**src/rtl/matrix_pkg.sv**
```systemverilog
// matrix_pkg: shared constants, FSM states and address helpers for the matrix slot manager
package matrix_pkg;
  localparam int NUM_SLOTS = 8;
  localparam int SLOT_WORDS = 25;
  localparam int DIM_W = 3;
  localparam int AGE_W = 3;
  localparam int SLOT_W = 3;
  localparam logic [DIM_W-1:0] MAX_DIM = 3'd5;
  localparam logic [3:0] MAX_PER_DIM = 4'd2;
  localparam logic [SLOT_W-1:0] LAST = SLOT_W'(NUM_SLOTS - 1);
  typedef enum logic [2:0] {IDLE, ALLOC_SCAN, ALLOC_GRANT, PENDING, LOOK_SCAN, LOOK_DONE} state_t;
  function automatic logic [7:0] slot_base(input logic [SLOT_W-1:0] s);
    return {1'b0, s, 4'b0} + {2'b0, s, 3'b0} + {5'b0, s};
  endfunction
  function automatic logic [NUM_SLOTS-1:0][AGE_W-1:0] init_ages();
    for (int j = 0; j < NUM_SLOTS; j++) init_ages[j] = AGE_W'(j);
  endfunction
endpackage

```
**src/rtl/slot_age_tracker.sv**
```systemverilog
// slot_age_tracker: age permutation per slot, promoting a committed slot to newest
module slot_age_tracker
  import matrix_pkg::*;
(
  input  logic                            clk,
  input  logic                            rst_n,
  input  logic                            clr,
  input  logic                            promote,
  input  logic [SLOT_W-1:0]               slot,
  output logic [NUM_SLOTS-1:0][AGE_W-1:0] age
);
  always_ff @(posedge clk or negedge rst_n)
    if (!rst_n) age <= init_ages();
    else if (clr) age <= init_ages();
    else if (promote)
      for (int j = 0; j < NUM_SLOTS; j++)
        age[j] <= SLOT_W'(j) == slot ? '0 : age[j] < age[slot] ? age[j] + 1'b1 : age[j];
endmodule

```
**src/rtl/matrix_slot_manager.sv**
```systemverilog
// matrix_slot_manager: matrix RAM slot allocator and (m,n,idx) lookup; SLOT_CLEAR_EN adds clear_all
module matrix_slot_manager
  import matrix_pkg::*;
(
  input  logic              clk,
  input  logic              rst_n,
`ifdef SLOT_CLEAR_EN
  input  logic              clear_all,
`endif
  input  logic              alloc_req,
  input  logic [DIM_W-1:0]  alloc_m,
  input  logic [DIM_W-1:0]  alloc_n,
  output logic              alloc_ack,
  output logic [7:0]        alloc_base,
  output logic [SLOT_W-1:0] alloc_slot,
  output logic              alloc_err,
  input  logic              commit,
  input  logic              abort,
  input  logic              lookup_req,
  input  logic [DIM_W-1:0]  lookup_m,
  input  logic [DIM_W-1:0]  lookup_n,
  input  logic [1:0]        lookup_idx,
  output logic              lookup_done,
  output logic              lookup_hit,
  output logic [7:0]        lookup_base,
  output logic [1:0]        dim_count,
  output logic [3:0]        total_valid,
  output logic              busy
);
  state_t state, ret;
  logic [NUM_SLOTS-1:0] valid;
  logic [NUM_SLOTS-1:0][DIM_W-1:0] sm, sn;
  logic [NUM_SLOTS-1:0][AGE_W-1:0] age;
  logic [DIM_W-1:0] am, an, lm, ln;
  logic [1:0] li;
  logic [SLOT_W-1:0] idx, old_same, free_slot, old_all, victim;
  logic [AGE_W-1:0] old_same_age;
  logic [3:0] cnt;
  logic [2:0] rank;
  logic [7:0] lk_base;
  logic has_free, lk_hit, clr, promote, look_go, dims_bad, a_same, l_match, l_sel;
`ifdef SLOT_CLEAR_EN
  assign clr = clear_all && (state == IDLE || state == PENDING);
`else
  assign clr = 1'b0;
`endif
  assign dims_bad = alloc_m == '0 || alloc_m > MAX_DIM || alloc_n == '0 || alloc_n > MAX_DIM;
  assign a_same = valid[idx] && sm[idx] == am && sn[idx] == an;
  assign l_match = valid[idx] && sm[idx] == lm && sn[idx] == ln;
  assign l_sel = l_match && rank == {1'b0, li};
  assign victim = cnt >= MAX_PER_DIM ? old_same : has_free ? free_slot : old_all;
  assign promote = !clr && state == PENDING && commit && !abort;
  assign look_go = !clr && lookup_req && ((state == IDLE && !alloc_req) || (state == PENDING && !commit && !abort));
  assign total_valid = 4'($countones(valid));
  assign busy = state != IDLE && state != PENDING;
  always_comb begin
    rank = '0;
    for (int j = 0; j < NUM_SLOTS; j++)
      rank += (valid[j] && sm[j] == lm && sn[j] == ln && age[j] < age[idx]) ? 3'd1 : 3'd0;
  end
  slot_age_tracker u_age (
    .clk(clk), .rst_n(rst_n), .clr(clr), .promote(promote), .slot(alloc_slot), .age(age)
  );
  always_ff @(posedge clk or negedge rst_n)
    if (!rst_n) begin
      state <= IDLE;
      ret <= IDLE;
      valid <= '0;
      sm <= '0;
      sn <= '0;
      {am, an, lm, ln, li, idx, cnt} <= '0;
      {old_same, old_same_age, free_slot, old_all, has_free} <= '0;
      {lk_hit, lk_base} <= '0;
      {alloc_ack, alloc_base, alloc_slot, alloc_err} <= '0;
      {lookup_done, lookup_hit, lookup_base, dim_count} <= '0;
    end else begin
      alloc_ack <= 1'b0;
      alloc_err <= 1'b0;
      lookup_done <= 1'b0;
      if (look_go) begin
        {lm, ln, li} <= {lookup_m, lookup_n, lookup_idx};
        ret <= state;
        idx <= '0;
        cnt <= '0;
        lk_hit <= 1'b0;
        lk_base <= '0;
      end
      if (clr) begin
        valid <= '0;
        state <= IDLE;
      end else
        case (state)
          IDLE:
            if (alloc_req && dims_bad) alloc_err <= 1'b1;
            else if (alloc_req) begin
              {am, an} <= {alloc_m, alloc_n};
              idx <= '0;
              cnt <= '0;
              has_free <= 1'b0;
              state <= ALLOC_SCAN;
            end else if (look_go) state <= LOOK_SCAN;
          ALLOC_SCAN: begin
            if (a_same) begin
              cnt <= cnt + 4'd1;
              if (cnt == '0 || age[idx] > old_same_age) {old_same, old_same_age} <= {idx, age[idx]};
            end
            if (!valid[idx] && !has_free) {has_free, free_slot} <= {1'b1, idx};
            if (age[idx] == LAST) old_all <= idx;
            idx <= idx + 1'b1;
            if (idx == LAST) state <= ALLOC_GRANT;
          end
          ALLOC_GRANT: begin
            alloc_ack <= 1'b1;
            alloc_slot <= victim;
            alloc_base <= slot_base(victim);
            valid[victim] <= 1'b0;
            state <= PENDING;
          end
          PENDING:
            if (abort) state <= IDLE;
            else if (commit) begin
              valid[alloc_slot] <= 1'b1;
              sm[alloc_slot] <= am;
              sn[alloc_slot] <= an;
              state <= IDLE;
            end else if (look_go) state <= LOOK_SCAN;
          LOOK_SCAN: begin
            if (l_match) cnt <= cnt + 4'd1;
            if (l_sel) {lk_hit, lk_base} <= {1'b1, slot_base(idx)};
            idx <= idx + 1'b1;
            if (idx == LAST) begin
              lookup_done <= 1'b1;
              lookup_hit <= lk_hit || l_sel;
              lookup_base <= l_sel ? slot_base(idx) : lk_base;
              dim_count <= 2'(cnt + {3'b0, l_match});
              state <= LOOK_DONE;
            end
          end
          LOOK_DONE: state <= ret;
          default: state <= IDLE;
        endcase
    end
endmodule
```
**config.mk**
```make
export PLATFORM = sky130hd
export DESIGN_NAME = matrix_slot_manager
export DESIGN_NICKNAME = d
export VERILOG_FILES = /design/src/rtl/matrix_pkg.sv /design/src/rtl/slot_age_tracker.sv /design/src/rtl/matrix_slot_manager.sv
export SDC_FILE = /design/constraint.sdc
export NUM_CORES = 1
export LEC_CHECK = 0
export CORE_AREA = 2 2 119 144
export DETAILED_ROUTE_END_ITERATION = 16
export DIE_AREA = 0 0 121 146
export PLACE_DENSITY_LB_ADDON = 0.12
export SYNTH_ARGS = -nofsm -noshare
export SYNTH_HDL_FRONTEND = slang
export SYNTH_HIERARCHICAL = 1
export SYNTH_SLANG_ARGS = --single-unit
```
**constraint.sdc**
```tcl
create_clock -name clk -period 12.57 [get_ports clk]
set_input_delay 2.514 -clock clk [delete_from_list [all_inputs] [get_ports clk]]
set_output_delay 2.514 -clock clk [all_outputs]
set_load 0.03 [all_outputs]
```
==> key figures, run 1 <==
Die
  • Die Height: 146 um
  • Die width: 121 um
  • Full die area: 17700 um^2
  • Initial core utilization: 60.6%
  • Row Count: 51
  • Ports: 50
  • Core area: 16100 um^2

Synth
  • Ys flop type: dfrtp_1
  • Yosys warnings: 6
  • Share of the yosys chip area belonging to registers: 38.5%
  • Synth area leader: dfrtp_1
  • Yosys reg bits: 150
  • Most frequent cell after synthesis: dfrtp_1
  • Share of the synthesized area in the top cell type: 35.3%
  • Synth async-reset ratio: 100%
  • Mapped Cells: 936
  • Synth cell count leaders: 138 x dfrtp_1, 133 x nand2_1, 61 x ha_1
  • Number of synthesized flops with an enable pin: 0
  • Synth Net Count: 1027
  • Mean Syn Cell Area: 10.5 um^2
  • Synth Cell Area: 9780 um^2
  • Number of library cell types mapped by synthesis: 74
  • Synth area leaders: dfrtp_1 35%, ha_1 7.8%, mux2_2 6.4%

CTS
  • Clock Latency Late Sink: 430 ps
  • CTS Buf Count: 17
  • Clock Sinks: 150
  • Clock-pin transition on the worst setup and hold timing paths: 60 ps
  • Clk buf depth: 2
  • CTS tree: yes
  • H-tree levels: 4
  • Post-CTS Hold Buffers: 0
  • Root Buffer: clkbuf_16
  • Post-cts resize count: 0
  • Post-CTS Setup Bufs: 0

Hold path
  • Hold Path End: alloc_base[5]
  • Worst hold path type: reg2reg
  • Hold Startpoint: alloc_base[5]
  • Worst hold path depth: 2

Cells and area
  • NumNets Final: 1050
  • Area Growth Syn to Fin: 11.9%
  • Layout cell share with drive strength beyond 1: 15.8%
  • Diodes inserted: 0
  • Final Instance Area: 11000 um^2

STA
  • Hold slack: 470 ps
  • Final period utilization: 53.0%
  • Final min period: 6670 ps
  • Final Hold Vio Count: 0
  • Worst-margin pin slew: 932 ps
  • F_max: 150 MHz
  • Setup_tns: 0 ps
  • Setup-failing EPs final: 0
  • Setup Skew: 9.84 ps
  • Rel. slew slack: 37.3%
  • RSZ-0062 raised after global routing: false
  • Slew Limit Fails: 0

Drt
  • Metal2 WL: 11800 um
  • Post-route ant nets: 0
  • Routed length on met3: 1250 um
  • Drt drc: 0
  • Top Layer Used: met4
  • Drt initial violations: 514
  • Vias per inst: 6.15
  • Total Routed Length: 23800 um
  • Met1 WL: 9950 um
  • Via count: 7270
  • DR WL/cell: 20.1 um
  • DRT Pass-1 Iters: 5

Global route
  • Initial antenna violation count: 0
  • Vias in the first global route: 7310
  • Largest net degree at the start of global routing: 87
  • Aggregate global-route resource usage: 28.2%
  • Total grt overflow: 0
  • Global-route wire length before repair: 38600 um

Worst setup path
  • Required @ worst endpoint: 12910 ps
  • Worst-path fanout max: 32
  • RR Startpoint: idx[0]
  • Critical path data arrival time: 7010 ps
  • RR Endpoint: lk_base[2]
  • WS Path Type: reg2reg
  • Worst reg2reg path depth: 21
  • CP startpoint kind: flip-flop
  • R2R setup slack: 5900 ps
  • Critical Path End Type: flip-flop

Placement
  • Dpl cell area: 10400 um^2
  • Final GP Congestion: 0.918
  • PortBufs: 49
  • Post-DP HPWL: 16900 um

Pwr
  • Total power: 2.74 mW
  • PD cells: 250 nW/um^2
  • Leakage Power: 4.95 nW
  • Max VDD drop: 0.202 mV

Status
  • Run status: finished, final reports clean

Flow run
  • Max cap viols: 0
## registers in the layout, indices dropped and copies added (netlist names), 2 cells and up
register and cells:
sm 24, idx 3, sn 24, lk_base 8
old_same 3, ret 3, alloc_base 7, an 3
lookup_base 8, cnt 4, state 3, dim_count 2
am 3, u_age/age 24, old_same_age 3, ln 3
valid 8, free_slot 3, lm 3, old_all 3
li 2
## power breakdown
part | total (mW) | internal, mW | leakage (nW) | switching (mW)
combinational | 1.40 | 0.607 | 2.69 | 0.793
sequential | 0.817 | 0.605 | 1.98 | 0.211
clock | 0.527 | 0.314 | 0.285 | 0.213
## layout make-up
cell class	instances	area, um^2
multi-input combinational	684	5590
inverter	51	191
timing repair buffer	55	537
clock buffer	18	429
sequential	150	3770
clock inverter	13	173
tap	212	265
fill	1253	5190
## critical path, stage by stage, from the launching register on
cell and delay (ps):
dfrtp_2 340, buf_4 450, mux4_2 570, nand2_1 70, and2_1 400, ha_1 320
o21ai_0 80, nand2b_1 70, a21oi_1 210, fa_1 440, inv_1 90, fa_1 410
fa_1 540, inv_1 40, ha_1 180, inv_1 70, fa_1 420, xor2_1 160
nand3_1 130, nor4_4 660, nand3_1 590, mux2i_1 310
## routing by layer
layer	vias to the layer above	track usage, %
li1	3364	-
met1	3624	35.6
met2	219	46.3
met3	63	5.68
met4	0	13.1
met5	-	0
## logic make-up after synthesis
logic type / count (synthesis) / synth area share [%]
fa+ha+maj: 71 / 9.85
compound gates: 132 / 9.81
mux: 120 / 16.8
flops: 150 / 38.5
other cells: 1 / 0.0383
simple gates: 291 / 14.4
buf+inv: 102 / 4.44
xor+xnor: 69 / 6.18
## worst max-delay path by stage
stage | slack [ps] | start | endpoint | cells past startpoint
after floorplan | 7040 | idx[0] | lookup_base[5] | 23
after global placement | 6050 | idx[0] | lk_base[0] | 21
after detailed placement | 5890 | idx[0] | lk_base[5] | 21
after CTS | 5890 | idx[0] | lk_base[5] | 21
after global routing | 5350 | idx[0] | lk_base[2] | 21
final | 5900 | idx[0] | lk_base[2] | 21
## placed cells by master, fill, tap and decap left out, types with 23 or more instances in the layout
master	count
xnor2_1	34
mux2i_1	30
nand2_1	133
xor2_1	35
mux2_2	56
nor2_1	39
o21ai_0	24
clkdlybuf4s50_1	48
a21oi_1	23
ha_1	61
mux4_2	23
nand3_1	24
dfrtp_1	137
inv_1	48
## metrics by stage
stage	util (%)	cells	worst slack, ps
after floorplan	-	936	7040
after global routing	67.8	1183	5350
final	67.8	1183	5900
after detailed placement	64.1	1152	5890
after global placement	64.1	1152	6050
after CTS	67.8	1183	5890
No activity file was read; power rests on OpenSTA's default activity.
==> run 2, diff against run 1 <==
--- a/config.mk
+++ b/config.mk
@@ -5,9 +5,9 @@
 export SDC_FILE = /design/constraint.sdc
 export NUM_CORES = 1
 export LEC_CHECK = 0
-export CORE_AREA = 2 2 119 144
+export CORE_AREA = 2 2 125 152
 export DETAILED_ROUTE_END_ITERATION = 16
-export DIE_AREA = 0 0 121 146
+export DIE_AREA = 0 0 127 154
 export PLACE_DENSITY_LB_ADDON = 0.12
 export SYNTH_ARGS = -nofsm -noshare
 export SYNTH_HDL_FRONTEND = slang
==> constraint.sdc (replaced) <==
create_clock -name clk -period 5.4 [get_ports clk]
set_input_delay 1.08 -clock clk [delete_from_list [all_inputs] [get_ports clk]]
set_output_delay 1.08 -clock clk [all_outputs]
set_load 0.03 [all_outputs]
==> run 2 against run 1 <==
Effect of this change: combinational power increased to 2.6 times the previous value; largest cell class unchanged; hold slack lost 1.6 ps; die area up 11%; global-route usage is 0.90 points lower; critical endpoint is now lookup_base[6]; critical path type unchanged; clock skew fell by 0.63 ps; via count rose by 1.7%; sequential cell count did not move; core utilization decreased by 4.6 points; register-to-register slack got worse by 5700 ps.
==> key figures, run 2 (synthesis gave the netlist of run 1 again) <==
Worst setup path
  • Crit-path slowest cell: fa_1
  • Worst path cell trace: mux4_2 > mux2i_2 > o21ai_1 > nand2b_1 > a21oi_2 > fa_1 > inv_2 > fa_1 > fa_1 > inv_1 > ha_2 > inv_2 > fa_1 > xor2_1 > nand3_1 > nor4_4 > buf_6 > buf_12 > mux2i_1 > mux2_4
  • CP most frequent cell: fa_1
  • CP startpoint kind: flip-flop
  • Required @ worst endpoint: 5720 ps
  • Worst reg2reg path depth: 20
  • R2R setup slack: 190 ps
  • WS Path Type: reg2reg
  • Critical path data arrival time: 5530 ps
  • Crit path max-delay family: adder cells
  • Worst-path fanout max: 7
  • Largest stage delay, worst path: 560 ps
  • Critical Path End Type: flip-flop
  • Cell depth of the worst setup path: 20
  • CP Buf/Inv Count: 5

Cells and area
  • Post-route insts no fill: 1235
  • Diodes inserted: 0
  • Layout cell share with drive strength beyond 1: 21.1%
  • Area Growth Syn to Fin: 16.1%
  • Regs by FF count: sm (24), sn (24), u_age/age (24)
  • Commonest non-fill, non-tap cell in the layout: dfrtp_1
  • NumNets Final: 1089
  • FF/Latch Area: 3770 um^2
  • Most frequent cells in the layout: 137 x dfrtp_1, 132 x nand2_1, 57 x ha_1
  • Fillers: 1475
  • Multi-input logic area: 5690 um^2

Die
  • Initial core utilization: 54.4%
  • Full die area: 19600 um^2
  • Core area: 18000 um^2
  • Die Height: 154 um
  • Row Count: 54
  • Die width: 127 um
  • Ports: 50

Pwr
  • Net Switching: 3.00 mW
  • Max VDD drop: 0.497 mV
  • Logic pwr share: 55.0%
  • PD cells: 581 nW/um^2
  • Leakage Power: 5.15 nW
  • Int Power: 3.61 mW
  • Seq pwr share: 27.4%
  • Total power: 6.60 mW
  • Sw frac: 45.4%
  • Clk pwr share: 17.6%

Drt
  • Vias per inst: 5.98
  • Via count: 7391
  • Drt drc: 0
  • DRT Pass-1 Iters: 7
  • Total Routed Length: 25700 um
  • Drt initial violations: 480
  • Post-route ant nets: 0
  • DR WL/cell: 20.8 um

STA
  • Setup slack after layout: 191 ps
  • Worst-margin pin slew: 780 ps
  • Setup Skew: 9.22 ps
  • RSZ-0062 raised after global routing: true
  • Rel. slew slack: 47.6%
  • Hold slack: 468 ps
  • Final period utilization: 96.5%
  • Setup-failing EPs final: 0
  • F_max: 192 MHz
  • Final Hold Vio Count: 0
  • Slew Limit Fails: 0
  • Final min period: 5210 ps

CTS
  • CTS tree: yes
  • Post-CTS Hold Buffers: 0
  • CTS Buf Count: 17
  • Root Buffer: clkbuf_16
  • Clk buf depth: 2
  • H-tree levels: 4
  • Clock Sinks: 150
  • Clock Latency Late Sink: 440 ps
  • Clock-pin transition on the worst setup and hold timing paths: 60 ps

Global route
  • Largest net degree at the start of global routing: 68
  • Vias in the first global route: 7392
  • Aggregate global-route resource usage: 27.3%
  • Global-route wire length before repair: 40900 um
  • Initial antenna violation count: 0
  • Total grt overflow: 0

Placement
  • PortBufs: 49
  • DP Cell Count: 1199
  • Final GP Congestion: 0.900
  • Pre-CTS WS: 110 ps
  • Post-DP HPWL: 18800 um

Hold path
  • Worst hold path type: reg2reg
  • Worst hold path depth: 2

Status
  • Run status: finished, final reports clean

Flow run
  • Max cap viols: 0
-- run 2: layout make-up --
class                           count  area share [%]
Multi-Input combinational cell    684            50.1
Sequential cell                   150            33.2
Timing Repair Buffer               94            7.63
Clock buffer                       19            3.90
Tap cell                          224            2.47
Inverter                           51            1.68
Clock inverter                     13            1.08
-- run 2: tightest hold or removal path, delay by kind of cell (launching register included) --
kind	cells	cell delay (ps)
DFF	1	340
and+or+nand+nor	2	100
-- run 2: per-layer routing --
layer	share of wire [%]	GRT usage [%]
met5	0	0
met4	3.6	11.0
met3	3.3	4.35
met2	51	47.3
met1	42	34.0
-- run 2: per-stage QoR --
step                      utilization (%)  TNS [ps]  area [um^2]
after global routing                 63.2      -705        11400
after floorplan                         -         0         9790
after detailed placement             59.2         0        10600
final                                63.2         0        11400
after CTS                            62.4         0        11200
after global placement               59.2         0        10600
-- run 2: power by group through the flow --
stage | clock [mW] | combinational, mW | sequential (mW)
2_1_floorplan | 0 | 2.54 | 1.66
3_3_place_gp | 0 | 3.48 | 1.81
3_5_place_dp | 0 | 3.53 | 1.82
4_1_cts | 1.17 | 3.54 | 1.80
5_1_grt | 1.22 | 3.97 | 1.86
6_report | 1.16 | 3.63 | 1.81
-- run 2: final timing paths --
| path | to | startpoint |
|---|---|---|
| worst max register to register | lookup_base[6] | idx[0] |
| worst max-delay path | lookup_base[6] | idx[0] |
| worst min-delay path | lookup_hit | lookup_hit |
| min in group asynchronous | am[0] | rst_n |
| worst min register to register | lookup_hit | lookup_hit |
| max in group asynchronous | u_age/age[0] | rst_n |
-- run 2: repair_timing --
item / in CTS / in global routing
gates resized for setup: 0 / 29
setup buffers: 0 / 2
endpoints found under the setup margin: 0 / 18
==> run 3, diff against run 2 <==
--- a/config.mk
+++ b/config.mk
@@ -5,11 +5,12 @@
 export SDC_FILE = /design/constraint.sdc
 export NUM_CORES = 1
 export LEC_CHECK = 0
-export CORE_AREA = 2 2 125 152
+export CORE_AREA = 2 2 124 150
+export CTS_CLUSTER_SIZE = 24
 export DETAILED_ROUTE_END_ITERATION = 16
-export DIE_AREA = 0 0 127 154
+export DIE_AREA = 0 0 126 152
 export PLACE_DENSITY_LB_ADDON = 0.12
+export SKIP_LAST_GASP = 1
 export SYNTH_ARGS = -nofsm -noshare
 export SYNTH_HDL_FRONTEND = slang
-export SYNTH_HIERARCHICAL = 1
 export SYNTH_SLANG_ARGS = --single-unit
==> run 3 against run 2 <==
Effect of this change: combinational power is 39% lower; synthesized area is 2.3% lower; total power is 20% lower; clock-buffer cell count is 1 lower; sequential power hardly changed; clock power is 5% higher; final cell count is 5.7% lower; global-route usage is 0.53 points lower; non-clock buffer count is 18 lower; clock skew hardly changed; core utilization is 1.9 points lower; critical path type unchanged; critical endpoint is now lookup_base[7].
==> key figures, run 3 <==
Placement
  • Post-DP HPWL: 18200 um
  • Pre-CTS WS: -73.6 ps
  • DP Cell Count: 1130
  • PortBufs: 49
  • Final GP Congestion: 0.945
  • Dpl cell area: 10300 um^2

Drt
  • DR WL/cell: 21.4 um
  • Via count: 7067
  • DRT Pass-1 Iters: 5
  • Vias per inst: 6.07
  • Total Routed Length: 25000 um
  • Post-route ant nets: 0
  • Drt initial violations: 482
  • Drt drc: 0

Synth
  • Share of the yosys chip area belonging to registers: 39.4%
  • Synth area leaders: dfrtp_1 36%, mux2_2 8.5%, ha_1 8.1%
  • Synth async-reset ratio: 100%
  • Number of synthesized flops with an enable pin: 0
  • Synth Cell Area: 9560 um^2
  • Mapped Cells: 882
  • Mean Syn Cell Area: 10.8 um^2
  • Most frequent cell after synthesis: dfrtp_1
  • Yosys warnings: 0
  • Synth area leader: dfrtp_1
  • Synth cell count leaders: 138 x dfrtp_1, 87 x nand2_1, 72 x mux2_2
  • Number of library cell types mapped by synthesis: 61
  • Ys flop type: dfrtp_1
  • Share of the synthesized area in the top cell type: 36.1%
  • Synth Net Count: 974
  • Yosys reg bits: 150

Global route
  • Aggregate global-route resource usage: 26.8%
  • Total grt overflow: 0
  • Global-route wire length before repair: 39900 um
  • Vias in the first global route: 7418
  • Initial antenna violation count: 1
  • Largest net degree at the start of global routing: 101

CTS
  • Root Buffer: clkbuf_16
  • Post-CTS Hold Buffers: 0
  • Clk buf depth: 2
  • Clock Latency Late Sink: 430 ps
  • CTS Buf Count: 17
  • CTS tree: yes
  • Clock Sinks: 150
  • H-tree levels: 4
  • Clock-pin transition on the worst setup and hold timing paths: 60 ps

Pwr
  • Seq pwr share: 34.8%
  • Net Switching: 2.22 mW
  • Logic pwr share: 42.1%
  • Clk pwr share: 23.1%
  • Total power: 5.29 mW
  • Leakage Power: 5.03 nW
  • Int Power: 3.08 mW
  • Max VDD drop: 0.256 mV
  • Sw frac: 41.9%
  • PD cells: 484 nW/um^2

Worst setup path
  • WS Path Type: reg2reg
  • CP startpoint kind: flip-flop
  • Worst-path fanout max: 7
  • Required @ worst endpoint: 5710 ps
  • Worst reg2reg path depth: 21
  • Critical path data arrival time: 5490 ps
  • Critical Path End Type: flip-flop

Die
  • Row Count: 54
  • Initial core utilization: 53.6%
  • Ports: 50
  • Full die area: 19200 um^2
  • Die width: 126 um
  • Core area: 17800 um^2
  • Die Height: 152 um

STA
  • Worst-margin pin slew: 1080 ps
  • Setup Skew: 9.35 ps
  • Final Hold Vio Count: 0
  • Setup_tns: 0 ps
  • Rel. slew slack: 27.8%
  • Hold slack: 483 ps
  • Setup-failing EPs final: 0
  • Slew Limit Fails: 0
  • Final min period: 5180 ps
  • F_max: 193 MHz
  • Setup slack after layout: 222 ps
  • Final period utilization: 95.9%

Hold path
  • Worst hold path type: reg2reg
  • Worst hold path depth: 2

Cells and area
  • Post-route insts no fill: 1165
  • Area Growth Syn to Fin: 14.4%
  • Regs by FF count: sm (24), sn (24), u_age.age (24)
  • NumNets Final: 1019
  • Layout cell share with drive strength beyond 1: 21.2%
  • Commonest non-fill, non-tap cell in the layout: dfrtp_1
  • Fin util: 61.3%
  • Most frequent cells in the layout: 137 x dfrtp_1, 87 x nand2_1, 72 x mux2_2
  • Final Instance Area: 10900 um^2

Flow run
  • Max cap viols: 0

Status
  • Run status: finished, final reports clean
-- run 3: changes by cell type after synthesis, moves of 8 or more --
cell / before / now
o21ai_0: 25 / 53
nand2b_1: 7 / 15
nor2b_1: 14 / 4
nor3b_1: 0 / 11
mux2_2: 56 / 72
nand2_1: 133 / 87
o211ai_1: 10 / 1
a22o_1: 0 / 8
o21ai_1: 8 / 0
-- run 3: path summary, 6_finish.rpt --
kind                               start        endpoint  slack, ps
max                               idx[0]  lookup_base[7]        220
min                        alloc_base[4]   alloc_base[4]        480
max reg2reg                       idx[0]  lookup_base[7]        220
min reg2reg                alloc_base[4]   alloc_base[4]        480
max in group asynchronous          rst_n           sn[7]       3380
min in group asynchronous          rst_n  lookup_base[3]        780
-- run 3: final cells by class --
| class | count | area, um^2 |
|---|---|---|
| Fill cell | 1461 | 6910 |
| Multi-Input combinational cell | 637 | 5410 |
| Sequential cell | 150 | 3770 |
| Timing Repair Buffer | 76 | 696 |
| Clock buffer | 18 | 439 |
| Tap cell | 224 | 280 |
| Inverter | 45 | 169 |
| Clock inverter | 14 | 161 |
| Antenna cell | 1 | 2.50 |
-- run 3: per-layer routing --
metal | vias up | GRT usage, % | wire [um] | part of all wire, %
li1 | 3211 | - | - | -
met1 | 3593 | 34.1 | 10200 | 41
met2 | 209 | 45.0 | 12600 | 51
met3 | 54 | 4.37 | 1160 | 4.6
met4 | 0 | 11.9 | 916 | 3.7
met5 | - | 0 | 0 | 0
-- run 3: worst max-delay path, stage by stage (launching register included) --
cell	delay (ps)
dfrtp_2	470
mux4_2	520
nand2_1	100
and2_4	190
ha_1	230
o21ai_0	90
nand2b_1	100
a21oi_2	160
fa_1	420
inv_1	90
fa_1	410
fa_1	540
inv_1	40
ha_1	180
inv_1	60
fa_1	420
xnor2_1	150
nor3_2	180
nand3_2	130
buf_6	180
mux2i_1	110
mux2_2	270
-- run 3: repair_timing --
action,CTS,global route
gates resized for setup,1,10
setup buffers,0,1
endpoints found under the setup margin,2,16
pin swaps,0,2
cloned,0,1
-- run 3: logic make-up (layout without fill, tap and decap cells) --
kind of cell	count (synthesis)	count (layout)	share of synthesized area, %
and+or+nand+nor	236	236	12.4
AOI/OAI and AO/OA	128	128	8.26
xor gates and xnor gates	72	72	6.60
other	0	1	0
buffers and inverters	95	153	4.46
DFF	150	150	39.4
adders and majority gates	72	72	10.2
muxes	129	129	18.6
-- run 3: power groups by stage --
stage	sequential, mW	clock (mW)	combinational, mW
floorplan	1.63	0	1.70
global placement	1.83	0	2.15
detailed placement	1.84	0	2.19
CTS	1.83	1.24	2.20
global route	1.88	1.29	2.43
finish	1.84	1.22	2.23
